**config.mk**
```make
export PLATFORM = sky130hd
export DESIGN_NAME = jt51_phinc_arb_flat
export DESIGN_NICKNAME = d
export VERILOG_FILES = /design/src/rtl/jt51_phinc_pkg.sv /design/src/rtl/jt51_phinc_if.sv /design/src/rtl/jt51_phinc_rr_arb.sv /design/src/rtl/jt51_phinc_arb.sv /design/src/flat_wrapper.sv
export SDC_FILE = /design/constraint.sdc
export NUM_CORES = 1
export LEC_CHECK = 0
export BUFFER_PORTS_ARGS = -buffer_cell sky130_fd_sc_hd__buf_2
export CELL_PAD_IN_SITES_DETAIL_PLACEMENT = 1
export CELL_PAD_IN_SITES_GLOBAL_PLACEMENT = 2
export CORE_MARGIN = 2
export CORE_UTILIZATION = 27
export DETAILED_ROUTE_END_ITERATION = 10
export PLACE_DENSITY_LB_ADDON = 0.1
export SLEW_MARGIN = 20
export SYNTH_ARGS = -nofsm -noshare
export SYNTH_HDL_FRONTEND = slang
export SYNTH_SLANG_ARGS = --single-unit
```
**constraint.sdc**
```tcl
create_clock -name clk -period 1.1 [get_ports clk]
set_input_delay 0.11 -clock clk [delete_from_list [all_inputs] [get_ports clk]]
set_output_delay 0.11 -clock clk [all_outputs]
set_load 0.005 [all_outputs]
```
**src/rtl/jt51_phinc_pkg.sv**
```systemverilog
// Shared types and widths for the phase-increment ROM arbiter.
// Keycode/phinc widths match the jt51 phase generator ROM.
package jt51_phinc_pkg;

    localparam int KC_W    = 10;
    localparam int PHINC_W = 12;

    typedef enum logic {
        TAG_A = 1'b0,
        TAG_B = 1'b1
    } phinc_tag_t;

endpackage

```
**src/rtl/jt51_phinc_if.sv**
```systemverilog
// Request/result bundle for the two phinc ROM requesters.
// master = requester side, slave = arbiter side.
interface jt51_phinc_if;
    import jt51_phinc_pkg::*;

    logic               req_a;
    logic [KC_W-1:0]    kc_a;
    logic               gnt_a;
    logic               vld_a;
    logic [PHINC_W-1:0] phinc_a;

    logic               req_b;
    logic [KC_W-1:0]    kc_b;
    logic               gnt_b;
    logic               vld_b;
    logic [PHINC_W-1:0] phinc_b;

    modport master (
        output req_a, kc_a, req_b, kc_b,
        input  gnt_a, vld_a, phinc_a,
        input  gnt_b, vld_b, phinc_b
    );

    modport slave (
        input  req_a, kc_a, req_b, kc_b,
        output gnt_a, vld_a, phinc_a,
        output gnt_b, vld_b, phinc_b
    );

endinterface

```
**src/rtl/jt51_phinc_rr_arb.sv**
```systemverilog
// Two-way arbiter: round-robin, or fixed A priority with a
// starvation escape for B. Winner is combinational.
module jt51_phinc_rr_arb
    import jt51_phinc_pkg::*;
#(
    parameter bit FIXED_PRIO = 1'b0,
    parameter int STARVE_MAX = 7,
    parameter int CNT_W      = 3
) (
    input  logic       clk,
    input  logic       rst_n,
    input  logic       cen,
    input  logic       req_a,
    input  logic       req_b,
    output logic       win_vld,
    output phinc_tag_t win
);

    phinc_tag_t       rr_last_q, rr_last_d;
    logic [CNT_W-1:0] starve_cnt_q, starve_cnt_d;
    logic             starve_hit;

    assign starve_hit = (starve_cnt_q == CNT_W'(STARVE_MAX));

    always_comb begin
        win_vld = req_a | req_b;
        win     = TAG_A;
        if (req_a && req_b) begin
            if (FIXED_PRIO)
                win = starve_hit ? TAG_B : TAG_A;
            else
                win = (rr_last_q == TAG_A) ? TAG_B : TAG_A;
        end else if (req_b) begin
            win = TAG_B;
        end
    end

    always_comb begin
        rr_last_d    = win_vld ? win : rr_last_q;
        starve_cnt_d = '0;
        // Only a B request that loses to A moves the counter
        if (FIXED_PRIO && req_b && win == TAG_A) begin
            starve_cnt_d = starve_hit ? starve_cnt_q
                                      : starve_cnt_q + 1'b1;
        end
    end

    always_ff @(posedge clk or negedge rst_n) begin
        if (!rst_n) begin
            rr_last_q    <= TAG_B;
            starve_cnt_q <= '0;
        end else if (cen) begin
            rr_last_q    <= rr_last_d;
            starve_cnt_q <= starve_cnt_d;
        end
    end

endmodule

```
**src/rtl/jt51_phinc_arb.sv**
```systemverilog
// Shares one phinc ROM between two requesters: arbitration,
// registered ROM address, and tagged result capture.
module jt51_phinc_arb
    import jt51_phinc_pkg::*;
#(
    parameter bit FIXED_PRIO = 1'b0,
    parameter int STARVE_MAX = 7,
    parameter int CNT_W      = 3
) (
    input  logic               clk,
    input  logic               rst_n,
    input  logic               cen,
    jt51_phinc_if.slave        bus,
    output logic [KC_W-1:0]    rom_keycode,
    input  logic [PHINC_W-1:0] rom_phinc
);

    logic       win_vld;
    phinc_tag_t win;

    jt51_phinc_rr_arb #(
        .FIXED_PRIO (FIXED_PRIO),
        .STARVE_MAX (STARVE_MAX),
        .CNT_W      (CNT_W)
    ) u_arb (
        .clk     (clk),
        .rst_n   (rst_n),
        .cen     (cen),
        .req_a   (bus.req_a),
        .req_b   (bus.req_b),
        .win_vld (win_vld),
        .win     (win)
    );

    logic [KC_W-1:0]    rom_keycode_q, rom_keycode_d;
    phinc_tag_t         s1_tag_q, s1_tag_d;
    logic               s1_vld_q, s1_vld_d;
    logic               gnt_a_q, gnt_a_d;
    logic               gnt_b_q, gnt_b_d;
    logic               vld_a_q, vld_a_d;
    logic               vld_b_q, vld_b_d;
    logic [PHINC_W-1:0] phinc_a_q, phinc_a_d;
    logic [PHINC_W-1:0] phinc_b_q, phinc_b_d;

    always_comb begin
        rom_keycode_d = rom_keycode_q;
        s1_tag_d      = s1_tag_q;
        s1_vld_d      = win_vld;
        gnt_a_d       = win_vld && (win == TAG_A);
        gnt_b_d       = win_vld && (win == TAG_B);
        if (win_vld) begin
            rom_keycode_d = (win == TAG_B) ? bus.kc_b : bus.kc_a;
            s1_tag_d      = win;
        end
        // Capture runs regardless of what stage 0 does this cycle
        vld_a_d   = s1_vld_q && (s1_tag_q == TAG_A);
        vld_b_d   = s1_vld_q && (s1_tag_q == TAG_B);
        phinc_a_d = vld_a_d ? rom_phinc : phinc_a_q;
        phinc_b_d = vld_b_d ? rom_phinc : phinc_b_q;
    end

    always_ff @(posedge clk or negedge rst_n) begin
        if (!rst_n) begin
            rom_keycode_q <= '0;
            s1_tag_q      <= TAG_A;
            s1_vld_q      <= 1'b0;
            gnt_a_q       <= 1'b0;
            gnt_b_q       <= 1'b0;
            vld_a_q       <= 1'b0;
            vld_b_q       <= 1'b0;
            phinc_a_q     <= '0;
            phinc_b_q     <= '0;
        end else if (cen) begin
            rom_keycode_q <= rom_keycode_d;
            s1_tag_q      <= s1_tag_d;
            s1_vld_q      <= s1_vld_d;
            gnt_a_q       <= gnt_a_d;
            gnt_b_q       <= gnt_b_d;
            vld_a_q       <= vld_a_d;
            vld_b_q       <= vld_b_d;
            phinc_a_q     <= phinc_a_d;
            phinc_b_q     <= phinc_b_d;
        end
    end

    assign rom_keycode = rom_keycode_q;
    assign bus.gnt_a   = gnt_a_q;
    assign bus.gnt_b   = gnt_b_q;
    assign bus.vld_a   = vld_a_q;
    assign bus.vld_b   = vld_b_q;
    assign bus.phinc_a = phinc_a_q;
    assign bus.phinc_b = phinc_b_q;

endmodule

```
**src/flat_wrapper.sv**
```systemverilog
// flat-port wrapper written by rule: the top's interface ports become plain ports
module jt51_phinc_arb_flat import jt51_phinc_pkg::*;
#(
    parameter bit FIXED_PRIO = 1'b0,
    parameter int STARVE_MAX = 7,
    parameter int CNT_W      = 3
)
  (clk, rst_n, cen, rom_keycode, rom_phinc, bus_req_a, bus_kc_a, bus_req_b, bus_kc_b, bus_gnt_a, bus_vld_a, bus_phinc_a, bus_gnt_b, bus_vld_b, bus_phinc_b);
  jt51_phinc_if bus_i ();
  input  logic clk;
  input  logic rst_n;
  input  logic cen;
  output logic [KC_W-1:0] rom_keycode;
  input  logic [PHINC_W-1:0] rom_phinc;
  input wire logic [$bits(bus_i.req_a)-1:0] bus_req_a;
  input wire logic [$bits(bus_i.kc_a)-1:0] bus_kc_a;
  input wire logic [$bits(bus_i.req_b)-1:0] bus_req_b;
  input wire logic [$bits(bus_i.kc_b)-1:0] bus_kc_b;
  output wire logic [$bits(bus_i.gnt_a)-1:0] bus_gnt_a;
  output wire logic [$bits(bus_i.vld_a)-1:0] bus_vld_a;
  output wire logic [$bits(bus_i.phinc_a)-1:0] bus_phinc_a;
  output wire logic [$bits(bus_i.gnt_b)-1:0] bus_gnt_b;
  output wire logic [$bits(bus_i.vld_b)-1:0] bus_vld_b;
  output wire logic [$bits(bus_i.phinc_b)-1:0] bus_phinc_b;
  assign bus_i.req_a = bus_req_a;
  assign bus_i.kc_a = bus_kc_a;
  assign bus_i.req_b = bus_req_b;
  assign bus_i.kc_b = bus_kc_b;
  assign bus_gnt_a = bus_i.gnt_a;
  assign bus_vld_a = bus_i.vld_a;
  assign bus_phinc_a = bus_i.phinc_a;
  assign bus_gnt_b = bus_i.gnt_b;
  assign bus_vld_b = bus_i.vld_b;
  assign bus_phinc_b = bus_i.phinc_b;
  jt51_phinc_arb #(.FIXED_PRIO(FIXED_PRIO), .STARVE_MAX(STARVE_MAX), .CNT_W(CNT_W)) u_core (.clk(clk), .rst_n(rst_n), .cen(cen), .bus(bus_i), .rom_keycode(rom_keycode), .rom_phinc(rom_phinc));
endmodule
```
# Word level (Yosys, flattened, before mapping)
# Index checks and enable logic that the tools add are counted.
# totals
register_bits,41
output_inout_bits,38
in_bits,37
# classes
n_reduce_logical,8
muxes,4
n_bitwise,3
# ops
operator,n
two-way mux 10 bit,1
AND reduction 2 bit,3
logical AND 1 bit,5
two-way mux 1 bit,3
inverter 1 bit,2
bitwise OR 1 bit,1

# Depth between registers and ports, before layout
# depth
ltp_word,4
ltp_mapped,5

# Modules after synthesis
# A second synthesis with hierarchy kept.
# unflattened
hier_cells,121
area_unflattened_um2,1750.4
# by_module_without_submodules
mod,n_inst,area_each_um2,cells_per_inst
jt51_phinc_arb,1,1699.1,116
jt51_phinc_rr_arb,1,51.3,5

# Worst setup path before layout
# Ideal clock, no wire load.
# synth_timing
path_type,reg2reg
from,register u_core.u_arb.rr_last_q
to,register u_core.gnt_b_q (netlist: u_core.bus.gnt_b)
setup_ps,125
path_stages_with_launch,4
arrival_ps,1029
setup_slack_ps,-53
cell_sequence,dfstp_2 > a21boi_2 > buf_4 > mux2_2
# synth_via
elab_chain_cells,3
# synth_rtl
item,line,text
start: declaration,jt51_phinc_rr_arb.sv:19,"phinc_tag_t rr_last_q, rr_last_d;"
start signal: assignment,jt51_phinc_rr_arb.sv:53,rr_last_q <= rr_last_d;
two-way mux 1 bit,jt51_phinc_rr_arb.sv:32,win = (rr_last_q == TAG_A) ? TAG_B : TAG_A;
two-way mux 1 bit,jt51_phinc_rr_arb.sv:28,if (req_a && req_b) begin
logical AND 1 bit,jt51_phinc_arb.sv:50,gnt_b_d = win_vld && (win == TAG_B);
end signal: assignment,jt51_phinc_arb.sv:78,gnt_b_q <= gnt_b_d;
end: declaration,jt51_phinc_arb.sv:39,"logic gnt_b_q, gnt_b_d;"
# Every way passes these cells.
# A chain may end at the register's enable or synchronous reset.

# Worst setup path after layout
# layout_timing
from,register u_core.s1_vld_q
to,register u_core.phinc_b_q[2] (netlist: u_core.bus.phinc_b[2])
# layout_via
elab_chain_cells,2
# layout_rtl
item,line,text
start: declaration,jt51_phinc_arb.sv:37,"logic s1_vld_q, s1_vld_d;"
start signal: assignment,jt51_phinc_arb.sv:76,s1_vld_q <= s1_vld_d;
logical AND 1 bit,jt51_phinc_arb.sv:57,vld_b_d = s1_vld_q && (s1_tag_q == TAG_B);
AND reduction 2 bit (no source line),--,
end signal: assignment,jt51_phinc_arb.sv:82,phinc_b_q <= phinc_b_d;
end: declaration,jt51_phinc_arb.sv:43,"logic [PHINC_W-1:0] phinc_b_q, phinc_b_d;"
# Every way passes these cells.

==> impl_metrics.py <==
metrics = {
    "run_status": {
        "status": "finished, violations left",
        "violations": "setup timing",
    },
    "placed_design": {
        "dp.cells": 283,
        "hpwlAfterDp_um": 3170,
        "dp_slack_ps": -377,
        "io_buffers": 74,
        "routabilityCongestion": 0.769,
    },
    "critical_path": {
        "critPathCaptureType": "flip-flop",
        "critPathMaxFanout": 13,
        "crit_slowest_cell": "dfrtp_2",
        "required_ps": 1270,
        "path_cells": "nand3_2, buf_12, mux2_4",
        "crit_arrival_ps": 1340,
        "slowest_delay_ps": 470,
        "regToRegSetupSlack_ps": -70,
        "path_class": "reg -> reg",
        "startpoint_type": "flip-flop",
    },
    "synth": {
        "synth-seq-cells": 41,
        "synth_edf_count": 0,
        "seq_area_frac_synth_pct": 58.3,
        "synth_area_um2": 1760,
        "synthCells": 130,
        "synth.most_common_cell": "dfrtp_1",
        "yosysTopAreaCell": "dfrtp_1",
        "synthArstFlopShare_pct": 100,
        "ys_warn_count": 0,
        "syn_avg_cell_area_um2": 13.6,
        "synthTopCellsByCount": "dfrtp_1, a21oi_2, mux2_2",
        "syn_nets": 167,
        "yosys.cell_types.count": 23,
        "synth_area_leaders": "dfrtp_1, mux2_2, a21oi_2, mux2_4, nand2_1",
        "synthFlopType": "dfrtp_1",
        "synth_top_area_share_pct": 56.8,
    },
    "min_path": {
        "hold_path_class": "in -> reg",
    },
    "die": {
        "core_um2": 6350,
        "die_x_um": 84.8,
        "ios": 75,
        "fp.dieArea_um2": 7190,
        "die_h_um": 84.8,
        "rows": 29,
        "start_util_pct": 27.8,
    },
    "power_and_ir_drop": {
        "p_int_mw": 3.42,
        "p_seq_share_pct": 44.5,
        "p_comb_share_pct": 28.8,
        "power_density_nw_per_um2": 1800,
        "peakVddDrop_v": 0.000727,
        "pwr-share-clk_pct": 26.7,
        "leakage_nw": 1.28,
        "swShare_pct": 26.9,
        "totalPowerFinal_mw": 4.68,
        "p_switching_mw": 1.26,
    },
    "route": {
        "wl_per_cell_um": 16.0,
        "drt-met1-wl_um": 1840,
        "routed-wl-met3_um": 305,
        "drt_wl_total_um": 4760,
        "top_layer": "met4",
        "drtIter0Drc": 26,
        "dr.pass1.iters": 4,
        "vias": 1370,
        "dr_wl_met2_um": 2530,
        "ant_nets": 0,
        "drcViolationCount": 0,
        "via_per_inst": 4.61,
    },
    "finish": {
        "nets": 256,
        "finalNonFillerCells": 297,
        "diodes": 0,
        "n_fill_cell": 700,
        "area_growth_pct": 47.2,
        "drive_above_1_share_pct": 69.5,
    },
    "timing": {
        "worst_pin_slew_ps": 408,
        "hold_viol": 0,
        "hold_slack_ps": 47.0,
        "slew_violations": 0,
        "setup_tns_ps": -1340,
        "fmax_mhz": 854,
        "slew_headroom_pct": 72.8,
        "fin_crit_ps": 1170,
        "rsz0062_at_grt": "yes",
        "finalSetupViolCount": 31,
        "worst_slack_ps": -70.5,
        "post-route-period-util_pct": 106,
        "clock_skew_ps": 6.19,
    },
    "global_routing": {
        "grt_pass1_vias": 1562,
        "grt_pass1_wl_um": 7760,
        "antenna_found_initial": 0,
        "grt-ovfl-total": 0,
        "track_usage_pct": 14.1,
        "grt_max_degree": 42,
    },
    "clock_network": {
        "cts_tree": "built",
        "clk_pin_slew_ps": 80,
        "cts_buffer_depth": 2,
        "clock_sinks": 41,
        "cts.htree.levels": 2,
        "clock-root-buffer": "clkbuf_8",
        "cts_buffers": 5,
        "clock_latency_ps": 290,
    },
    "job": {
        "cap_violations": 0,
    },
}
power by group through the flow:
stage          logic (mW)  registers, mW  clock network [mW]
2_1_floorplan       0.568           2.12                   0
3_3_place_gp         1.17           2.06                   0
3_5_place_dp         1.21           2.10                   0
4_1_cts              1.35           2.08                1.31
5_1_grt              1.47           2.14                1.38
6_report             1.35           2.08                1.25
cells in the final DEF (no fill, tap or decap):
cell type,count
o21ai_0,3
a21bo_4,2
mux2_2,8
mux2_4,17
nand3_2,1
buf_12,4
dfrtp_2,1
dfstp_2,1
bufinv_16,1
a21oi_2,11
nand2_1,1
a21oi_1,4
nor2_1,10
nand3b_4,2
buf_4,6
o21a_1,1
dlygate4sd3_1,1
clkbuf_1,1
nand2_2,9
buf_2,74
inv_1,4
a31oi_1,1
a22o_1,1
a21boi_4,1
a21oi_4,6
clkbuf_8,6
buf_6,2
dfrtp_1,39
o22ai_1,1
o21ai_2,1
critical path, delay by kind of cell (launching register included):
kind                   cells  cell delay (ps)
multiplexers               1              310
AND/OR/NAND/NOR            1              100
flip-flops                 1              470
buffers and inverters      1              160
worst paths after layout:
path                                       start                endpoint  cells after the start
max                              u_core.s1_vld_q   u_core.bus.phinc_b[2]                      3
min                                  bus_kc_a[5]   u_core.rom_keycode[5]                      3
max reg2reg                      u_core.s1_vld_q   u_core.bus.phinc_b[2]                      3
min reg2reg                u_core.bus.phinc_b[4]   u_core.bus.phinc_b[4]                      1
max in group asynchronous                  rst_n  u_core.u_arb.rr_last_q                      3
min in group asynchronous                  rst_n   u_core.bus.phinc_a[4]                      3
what timing repair did:
item,in CTS,in global routing
hold buffers,1,0
setup endpoints to repair,37,36
cloned,2,0
setup buffers,3,0
pin swaps,12,6
resized for setup,24,6
hold endpoints to repair,40,0
layer usage:
metal / up-vias / GRT usage (%)
met5: - / 0
met4: 0 / 4.18
met3: 9 / 3.83
met2: 51 / 26.5
met1: 682 / 15.2
li1: 628 / -
cell type report:
class	count	area (um2)	share of cell area [%]
inverters	4	15.0	0.579
clock inverters	1	30.0	1.16
well taps	77	96.3	3.71
flip-flops and latches	41	1030	39.6
repair buffers	87	528	20.3
multi-input cells	80	811	31.2
clock buffers	7	86.3	3.33
registers in the layout, summed over array words and instances, names as in the netlist:
name                    flops
u_core.bus.vld_b            1
u_core.bus.gnt_b            1
u_core.bus.phinc_a         12
u_core.bus.phinc_b         12
u_core.rom_keycode         10
u_core.bus.gnt_a            1
u_core.s1_tag_q             1
u_core.bus.vld_a            1
u_core.s1_vld_q             1
u_core.u_arb.rr_last_q      1
cells by family (layout without fill, tap and decap cells):
kind of cell	Yosys count	count (layout)	synth area share (%)
flip-flops	41	41	58.3
AO/OA/AOI/OAI	31	32	13.6
multiplexers	25	25	17.9
AND/OR/NAND/NOR	22	23	5.96
buffers and inverters	11	99	4.33
metrics by stage:
stage	util (%)	area, um2
final	40.9	2590
after global routing	40.9	2590
after detailed placement	35.9	2280
after global placement	35.9	2280
after CTS	40.3	2560
after floorplan	-	1770
No activity file was read; power rests on OpenSTA's default activity.
